`src/rtl/mem_port_ctrl_if.sv`:
```
// Request/response and RAM-side signal bundle for mem_port_ctrl.
// slave = the controller; master = the load/store stage plus RAM that surround it.
interface mem_port_ctrl_if;
   logic        i_req_valid;
   logic        o_req_ready;
   logic        i_req_we;
   logic [2:0]  i_req_size;
   logic        i_req_sign;
   logic [31:0] i_req_addr;
   logic [31:0] i_req_wdata;
   logic        o_resp_valid;
   logic [31:0] o_resp_rdata;
   logic        o_resp_err;
   logic [31:0] o_mem_addr;
   logic [2:0]  o_mem_insize;
   logic        o_mem_insign;
   logic [2:0]  o_mem_outsize;
   logic [31:0] o_mem_data;
   logic [31:0] i_mem_data;

   modport slave (
      input  i_req_valid, i_req_we, i_req_size, i_req_sign, i_req_addr, i_req_wdata, i_mem_data,
      output o_req_ready, o_resp_valid, o_resp_rdata, o_resp_err,
      output o_mem_addr, o_mem_insize, o_mem_insign, o_mem_outsize, o_mem_data
   );

   modport master (
      output i_req_valid, i_req_we, i_req_size, i_req_sign, i_req_addr, i_req_wdata, i_mem_data,
      input  o_req_ready, o_resp_valid, o_resp_rdata, o_resp_err,
      input  o_mem_addr, o_mem_insize, o_mem_insign, o_mem_outsize, o_mem_data
   );
endinterface

```
`src/rtl/mem_port_ctrl.sv`:
```
// Load/store port controller for the big-endian byte RAM; splits misaligned accesses into byte beats.
// Define MISALIGN_TRAP_EN to reject misaligned requests with err instead of splitting them.
module mem_port_ctrl #(
   parameter int unsigned LIMIT_BYTES = 0
) (
   input logic            i_clk,
   input logic            i_rst_n,
   mem_port_ctrl_if.slave bus
);

   typedef enum logic [1:0] {IDLE, ACCESS, SPLIT, RESP} state_t;

   state_t      state_q, state_d;
   logic [31:0] addr_q, addr_d;
   logic [31:0] wdata_q, wdata_d;
   logic [31:0] acc_q, acc_d;
   logic [2:0]  size_q, size_d;
   logic        sign_q, sign_d;
   logic        we_q, we_d;
   logic        err_q, err_d;
`ifndef MISALIGN_TRAP_EN
   logic [1:0]  beat_q, beat_d;
   logic [2:0]  k;
   logic [31:0] shifted;
`endif
   logic        size_bad, range_bad, misaligned;
   logic [32:0] end_addr;

   always_comb begin
      size_bad   = !(bus.i_req_size inside {3'd1, 3'd2, 3'd4});
      end_addr   = {1'b0, bus.i_req_addr} + 33'(bus.i_req_size);
      range_bad  = (LIMIT_BYTES != 0) && (end_addr > 33'(LIMIT_BYTES));
      misaligned = ((bus.i_req_size == 3'd2) && bus.i_req_addr[0]) ||
                   ((bus.i_req_size == 3'd4) && (bus.i_req_addr[1:0] != 2'b00));
   end

   always_comb begin
      state_d = state_q;
      addr_d  = addr_q;
      wdata_d = wdata_q;
      acc_d   = acc_q;
      size_d  = size_q;
      sign_d  = sign_q;
      we_d    = we_q;
      err_d   = err_q;
`ifndef MISALIGN_TRAP_EN
      beat_d  = beat_q;
      // beat_q counts down, so beat k = size-1-beat_q and the store byte index is beat_q
      k       = size_q - 3'd1 - {1'b0, beat_q};
      shifted = {acc_q[23:0], bus.i_mem_data[7:0]};
`endif
      bus.o_req_ready   = 1'b0;
      bus.o_resp_valid  = 1'b0;
      bus.o_resp_rdata  = '0;
      bus.o_resp_err    = 1'b0;
      bus.o_mem_addr    = '0;
      bus.o_mem_insize  = '0;
      bus.o_mem_insign  = 1'b0;
      bus.o_mem_outsize = '0;
      bus.o_mem_data    = '0;

      case (state_q)
         IDLE: begin
            bus.o_req_ready = 1'b1;
            if (bus.i_req_valid) begin
               addr_d  = bus.i_req_addr;
               wdata_d = bus.i_req_wdata;
               size_d  = bus.i_req_size;
               sign_d  = bus.i_req_sign;
               we_d    = bus.i_req_we;
               acc_d   = '0;
               err_d   = 1'b0;
               if (size_bad || range_bad) begin
                  err_d   = 1'b1;
                  state_d = RESP;
               end else if (misaligned) begin
`ifdef MISALIGN_TRAP_EN
                  err_d   = 1'b1;
                  state_d = RESP;
`else
                  beat_d  = 2'(bus.i_req_size - 3'd1);
                  state_d = SPLIT;
`endif
               end else begin
                  state_d = ACCESS;
               end
            end
         end
         ACCESS: begin
            bus.o_mem_addr = addr_q;
            if (we_q) begin
               bus.o_mem_outsize = size_q;
               bus.o_mem_data    = wdata_q;
               acc_d             = '0;
            end else begin
               bus.o_mem_insize = size_q;
               bus.o_mem_insign = sign_q;
               acc_d            = bus.i_mem_data;
            end
            state_d = RESP;
         end
`ifndef MISALIGN_TRAP_EN
         SPLIT: begin
            bus.o_mem_addr = addr_q + 32'(k);
            if (we_q) begin
               bus.o_mem_outsize = 3'd1;
               bus.o_mem_data    = {24'b0, wdata_q[{beat_q, 3'b000} +: 8]};
            end else begin
               bus.o_mem_insize = 3'd1;
               acc_d            = shifted;
            end
            if (beat_q == 2'd0) begin
               if (!we_q && (size_q == 3'd2))
                  acc_d = {{16{sign_q & shifted[15]}}, shifted[15:0]};
               state_d = RESP;
            end else begin
               beat_d = beat_q - 2'd1;
            end
         end
`endif
         RESP: begin
            bus.o_resp_valid = 1'b1;
            bus.o_resp_rdata = acc_q;
            bus.o_resp_err   = err_q;
            state_d          = IDLE;
         end
         default: state_d = IDLE;
      endcase
   end

   always_ff @(posedge i_clk or negedge i_rst_n) begin
      if (!i_rst_n) begin
         state_q <= IDLE;
         addr_q  <= '0;
         wdata_q <= '0;
         acc_q   <= '0;
         size_q  <= '0;
         sign_q  <= 1'b0;
         we_q    <= 1'b0;
         err_q   <= 1'b0;
`ifndef MISALIGN_TRAP_EN
         beat_q  <= '0;
`endif
      end else begin
         state_q <= state_d;
         addr_q  <= addr_d;
         wdata_q <= wdata_d;
         acc_q   <= acc_d;
         size_q  <= size_d;
         sign_q  <= sign_d;
         we_q    <= we_d;
         err_q   <= err_d;
`ifndef MISALIGN_TRAP_EN
         beat_q  <= beat_d;
`endif
      end
   end

endmodule

```
`src/flat_wrapper.sv`:
```
// flat-port wrapper written by rule: the top's interface ports become plain ports
module mem_port_ctrl_flat 
#(
   parameter int unsigned LIMIT_BYTES = 0
)
  (i_clk, i_rst_n, bus_i_req_valid, bus_i_req_we, bus_i_req_size, bus_i_req_sign, bus_i_req_addr, bus_i_req_wdata, bus_i_mem_data, bus_o_req_ready, bus_o_resp_valid, bus_o_resp_rdata, bus_o_resp_err, bus_o_mem_addr, bus_o_mem_insize, bus_o_mem_insign, bus_o_mem_outsize, bus_o_mem_data);
  mem_port_ctrl_if bus_i ();
  input logic i_clk;
  input logic i_rst_n;
  input wire logic [$bits(bus_i.i_req_valid)-1:0] bus_i_req_valid;
  input wire logic [$bits(bus_i.i_req_we)-1:0] bus_i_req_we;
  input wire logic [$bits(bus_i.i_req_size)-1:0] bus_i_req_size;
  input wire logic [$bits(bus_i.i_req_sign)-1:0] bus_i_req_sign;
  input wire logic [$bits(bus_i.i_req_addr)-1:0] bus_i_req_addr;
  input wire logic [$bits(bus_i.i_req_wdata)-1:0] bus_i_req_wdata;
  input wire logic [$bits(bus_i.i_mem_data)-1:0] bus_i_mem_data;
  output wire logic [$bits(bus_i.o_req_ready)-1:0] bus_o_req_ready;
  output wire logic [$bits(bus_i.o_resp_valid)-1:0] bus_o_resp_valid;
  output wire logic [$bits(bus_i.o_resp_rdata)-1:0] bus_o_resp_rdata;
  output wire logic [$bits(bus_i.o_resp_err)-1:0] bus_o_resp_err;
  output wire logic [$bits(bus_i.o_mem_addr)-1:0] bus_o_mem_addr;
  output wire logic [$bits(bus_i.o_mem_insize)-1:0] bus_o_mem_insize;
  output wire logic [$bits(bus_i.o_mem_insign)-1:0] bus_o_mem_insign;
  output wire logic [$bits(bus_i.o_mem_outsize)-1:0] bus_o_mem_outsize;
  output wire logic [$bits(bus_i.o_mem_data)-1:0] bus_o_mem_data;
  assign bus_i.i_req_valid = bus_i_req_valid;
  assign bus_i.i_req_we = bus_i_req_we;
  assign bus_i.i_req_size = bus_i_req_size;
  assign bus_i.i_req_sign = bus_i_req_sign;
  assign bus_i.i_req_addr = bus_i_req_addr;
  assign bus_i.i_req_wdata = bus_i_req_wdata;
  assign bus_i.i_mem_data = bus_i_mem_data;
  assign bus_o_req_ready = bus_i.o_req_ready;
  assign bus_o_resp_valid = bus_i.o_resp_valid;
  assign bus_o_resp_rdata = bus_i.o_resp_rdata;
  assign bus_o_resp_err = bus_i.o_resp_err;
  assign bus_o_mem_addr = bus_i.o_mem_addr;
  assign bus_o_mem_insize = bus_i.o_mem_insize;
  assign bus_o_mem_insign = bus_i.o_mem_insign;
  assign bus_o_mem_outsize = bus_i.o_mem_outsize;
  assign bus_o_mem_data = bus_i.o_mem_data;
  mem_port_ctrl #(.LIMIT_BYTES(LIMIT_BYTES)) u_core (.i_clk(i_clk), .i_rst_n(i_rst_n), .bus(bus_i));
endmodule
```
`config.mk`:
```
export PLATFORM = sky130hd
export DESIGN_NAME = mem_port_ctrl_flat
export DESIGN_NICKNAME = d
export VERILOG_FILES = /design/src/rtl/mem_port_ctrl_if.sv /design/src/rtl/mem_port_ctrl.sv /design/src/flat_wrapper.sv
export SDC_FILE = /design/constraint.sdc
export NUM_CORES = 1
export LEC_CHECK = 0
export ABC_AREA = 1
export CAP_MARGIN = 30
export CORE_MARGIN = 5
export CORE_UTILIZATION = 50
export DETAILED_ROUTE_END_ITERATION = 10
export PLACE_DENSITY = 0.92
export SYNTH_ARGS = -nofsm -noshare
export SYNTH_HDL_FRONTEND = slang
export SYNTH_SLANG_ARGS = --single-unit
```
`constraint.sdc`:
```
create_clock -name i_clk -period 7.5 [get_ports i_clk]
set_input_delay 1.875 -clock i_clk [delete_from_list [all_inputs] [get_ports i_clk]]
set_output_delay 1.875 -clock i_clk [all_outputs]
set_load 0.1 [all_outputs]
```
==> Word level (Yosys, flattened, before mapping) <==
Index checks and enable logic that the tools add are counted.
{ "classes": {"add_sub_neg": 5, "n_eq_ne": 12, "shift": 1, "n_mux": 33, "bitwise": 1, "reduce_logical": 15} }
{ "op_table": {"columns": ["cell", "count"], "rows": [
  ["$mux 32", 7],
  ["$pmux 32 s2", 2],
  ["$pmux 32 s3", 1],
  ["$add 32x3->32", 1],
  ["$shiftx 32x6->8", 1],
  ["$mux 2", 8],
  ["$pmux 3 s2", 2],
  ["$mux 1", 8],
  ["$mux 8", 1],
  ["$pmux 2 s4", 1],
  ["$eq 3x2->1 const B", 2],
  ["$mux 3", 2],
  ["$ne 2x1->1 const B", 3],
  ["$reduce_and 2->1", 3],
  ["$reduce_bool 3->1", 2],
  ["$reduce_and 5->1", 1],
  ["$eq 2x2->1 const B", 2],
  ["$logic_not 2->1", 2],
  ["$ne 2x2->1 const B", 2],
  ["$pmux 2 s2", 1],
  ["$reduce_bool 2->1", 2],
  ["$sub 2x1->2 const B", 2],
  ["$eq 3x1->1 const B", 1],
  ["$eq 3x3->1 const B", 1],
  ["7 further kinds", 9]
]} }
{ "word_totals": {"reg_bits": 106, "word_cells": 76} }

==> Logic depth before layout (Yosys ltp) <==
{ "depth": {"word_depth": 7, "ltp_mapped": 16} }

==> Worst setup path before layout <==
No wires, ideal clock.
{ "synth_timing": {"path_type": "reg-to-output", "startpoint": "register u_core.beat_q[0]", "endpoint": "output bus_o_mem_addr[3]", "arrival_time_ns": 4.174, "setup_slack_ns": 1.451, "path_stages_with_launch": 15, "n_path_buf": 1, "path_cell_list": "dfrtp_1 buf_4 inv_2 ha_1 inv_1 fa_1 xor2_1 ha_1 inv_1 nand2_1 nand2_1 inv_1 nand2_1 nand2_1 o21ai_0"} }
{ "synth_between": {"elab_chain_cells": 3} }
{ "synth_lines": {"columns": ["element", "line", "rtl"], "rows": [
  ["start, declared", "mem_port_ctrl.sv:22", "logic [1:0] beat_q, beat_d;"],
  ["start signal, assigned", "mem_port_ctrl.sv:154", "beat_q <= beat_d;"],
  ["$sub 3x2->3", "mem_port_ctrl.sv:49", "k = size_q - 3'd1 - {1'b0, beat_q};"],
  ["$add 32x3->32", "mem_port_ctrl.sv:104", "bus.o_mem_addr = addr_q + 32'(k);"],
  ["$pmux 32 s2", "mem_port_ctrl.sv:62", "case (state_q)"],
  ["end, declared", "flat_wrapper.sv:21", "output wire logic [$bits(bus_i.o_mem_addr)-1:0] bus_o_mem_addr;"]
]} }
No other way between the ends.

==> Final worst setup path <==
{ "layout_timing": {"startpoint": "register u_core.beat_q[0]", "endpoint": "output bus_o_mem_addr[18]"} }
Same word-level chain as after synthesis.

==> summary.md <==
| Metric | Value |
|---|---|
| CP Launch Type | `flip-flop` |
| ANT nets after route | `0` |
| Synth cell types | `39` |
| Mapped cell area | `7000 µm²` |
| Worst endpoint required time | `5.62 ns` |
| CTS tree | `yes` |
| Post-CTS Hold Buffers | `0` |
| Worst reg2reg path depth | `8` |
| Fmax | `149 MHz` |
| WL met2 | `about 11,000 µm` |
| Clock latency at the later pin of the worst-skew pair | `0.36 ns` |
| Sequential area share after synthesis | `0.379` |
| Routed len/inst | `16.1 µm` |
| HP Class | `flip-flop to flip-flop` |
| Status | `completed` |
| Crit path launch | `u_core.beat_q[0]$_DFFE_PN0P_` |
| Fin crit share | `0.896` |
| Cts bufs inserted | `9` |
| Max-slew violations | `0` |
| DR pass1 iterations | `5` |
| Max cap viols | `0` |
| Synth warn | `0` |
| Syn nets | `1,136` |
| Syn avg cell area | `roughly 7 µm²` |
| Hold Crit Depth | `2` |
| Post-synthesis register bit count | `106` |
| Core footprint | `13,800 µm²` |
| Vias in the first global route | `7,155` |
| Vias | `7,544` |
| RSZ-0062 raised after global routing | `no` |
| DRC errors left | `0` |
| Vias per cell | `5.42` |
| Gate Count Post-Synth | `1,022` |
| Die Ht | `128 µm` |
| Post-CTS sizing | `0` |
| Share of cells above drive strength 1 | `0.0744` |
| Crit. End Element | `output port` |
| Crit path DAT | `between 4 and 5 ns` |
| Synth top cells by count | `nand2_1, inv_1, nor2_1` |
| Setup bufs post-CTS | `0` |
| Slew HR | `0.298` |
| Area leader, netlist | `dfrtp_1` |
| Initial antenna violation count | `2` |
| Input/output buffers | `209` |
| Nets@finish | `1,319` |
| Global-route wire length before repair | `35,500 µm` |
| DR WL met3 | `2000 µm` |
| Clk buf depth | `2` |
| Max layer used | `met4` |
| Reg-to-Reg Start | `u_core.state_q[1]$_DFFE_PN0P_` |
| First DRT Iteration DRCs | `632` |
| Starting Density | `0.506` |
| Hold Crit Start | `u_core.acc_q[20]$_DFFE_PN0P_` |
| Clk slew on worst S/H paths | `0.08 ns` |
| Die span in x | `128 µm` |
| Tmin final | `6.72 ns` |
| # rows | `43` |
| Setup violators final | `0` |
| Gr usage total | `0.269` |
| I/O pins | `210` |
| Largest net degree at the start of global routing | `65` |
| Main flop type after synthesis | `dfrtp_1` |
| Flop-to-flop setup slack | `between 5 and 6 ns` |
| Worst-margin pin slew | `1.05 ns` |
| Worst Hold Path EP | `u_core.acc_q[20]$_DFFE_PN0P_` |
| Post-synth EDFFs | `0` |
| Die area | `16,500 µm²` |
| Clk root buf | `clkbuf_16` |
| Met1 WL | `8940 µm` |
| Clock sinks | `106` |
| RR Endpoint | `u_core.acc_q[23]$_DFFE_PN0P_` |
| Area share of the largest cell type after synthesis | `0.379` |
| Area Overhead vs Synth | `35.2%` |
| Area contributors post-synth | `dfrtp_1, nand2_1, inv_1` |
| Final TNS setup | `0 ns` |
| HPWL after detailed placement | `16,800 µm` |
| Placer congestion estimate | `0.884` |
| Most frequent cell after synthesis | `nand2_1` |
| Hold Vio Cnt, Final | `0` |
| Total gr overflow | `0` |
| Crit path max fanout | `27` |
| H-tree depth | `3` |
| Final Skew | `0.0101 ns` |
| Async SR Flop Fraction | `1.00` |
| Final WL | `22,500 µm` |
| Critical path class | `flip-flop to output port` |
-- layout make-up --
cell class,instances,area [µm²]
Clock inverter,6,48.8
Antenna cell,2,5.00
Timing Repair Buffer,215,2150
Clock buffer,10,239
Inverter,131,492
Multi-Input combinational cell,742,3650
Fill cell,1126,4360
Sequential cell,106,2650
Tap cell,180,225
-- per-layer routing --
| layer | track usage | vias up |
|---|---|---|
| met4 | 0.142 | 0 |
| met2 | 0.427 | 383 |
| met1 | 0.345 | 3497 |
| met5 | 0 | - |
| met3 | 0.0583 | 62 |
| li1 | - | 3602 |
-- flip-flops by register name, indices dropped and copies added, names as in the netlist --
name / count
u_core.addr_q: 32
u_core.wdata_q: 32
u_core.beat_q: 2
u_core.we_q: 1
u_core.sign_q: 1
u_core.size_q: 3
u_core.acc_q: 32
u_core.state_q: 2
u_core.err_q: 1
-- per-stage QoR --
stage	instance area (µm²)	utilization	instances	setup slack (ns)	hold WS (ns)
after floorplan	7000	-	1022	1.45	0.453
after global placement	9140	0.661	1373	1.39	0.482
after detailed placement	9170	0.663	1374	1.21	0.493
after CTS	9460	0.684	1390	0.821	0.512
after global routing	9460	0.684	1392	0.518	0.525
final	9460	0.684	1392	0.779	0.509
-- logic make-up after synthesis --
logic type | Yosys count | synth area share
muxes | 34 | 0.0547
AOI/OAI and AO/OA | 166 | 0.130
xor gates and xnor gates | 2 | 0.00250
buffers and inverters | 174 | 0.100
and+or+nand+nor | 530 | 0.313
DFF | 106 | 0.379
adders and majority gates | 10 | 0.0200
-- worst max-delay path, stage by stage (launching register included) --
cell,delay (ns)
dfrtp_1,0.91
inv_2,0.24
ha_1,0.29
inv_1,0.08
fa_1,0.46
fa_1,0.43
inv_1,0.08
nand3_1,0.09
nand2_2,0.14
nand3_1,0.15
nor2_1,0.22
nor2_1,0.08
o21ai_1,0.15
clkdlybuf4s50_1,1.16
-- cell usage in the layout (no fill, tap or decap), drive strengths merged, types with 2 or more instances in the layout --
master	synthesis	routed
diode	0	2
ha	8	8
a21oi	57	57
nand2	338	338
nand3	44	44
o211ai	17	17
o21ai	73	73
inv	131	134
nand4	5	5
clkbuf	14	10
clkinvlp	0	2
clkdlybuf4s50	0	207
fa	2	2
buf	29	8
nor3	7	7
o22ai	12	12
dfrtp	106	106
nand3b	2	2
mux2	34	34
nor2	131	131
-- how the worst max path moves through the flow --
stage | end | slack [ns] | depth (start not counted)
after detailed placement | bus_o_mem_addr[18] | 1.21 | 13
after global routing | bus_o_mem_addr[30] | 0.52 | 15
after global placement | bus_o_mem_addr[30] | 1.39 | 15
after floorplan | bus_o_mem_addr[3] | 1.45 | 14
final | bus_o_mem_addr[18] | 0.78 | 13
after CTS | bus_o_mem_addr[18] | 0.82 | 13
Power is left out: the tool's default activity adds up to more than one toggle a clock period on the data nets, which glitch-free logic cannot reach.
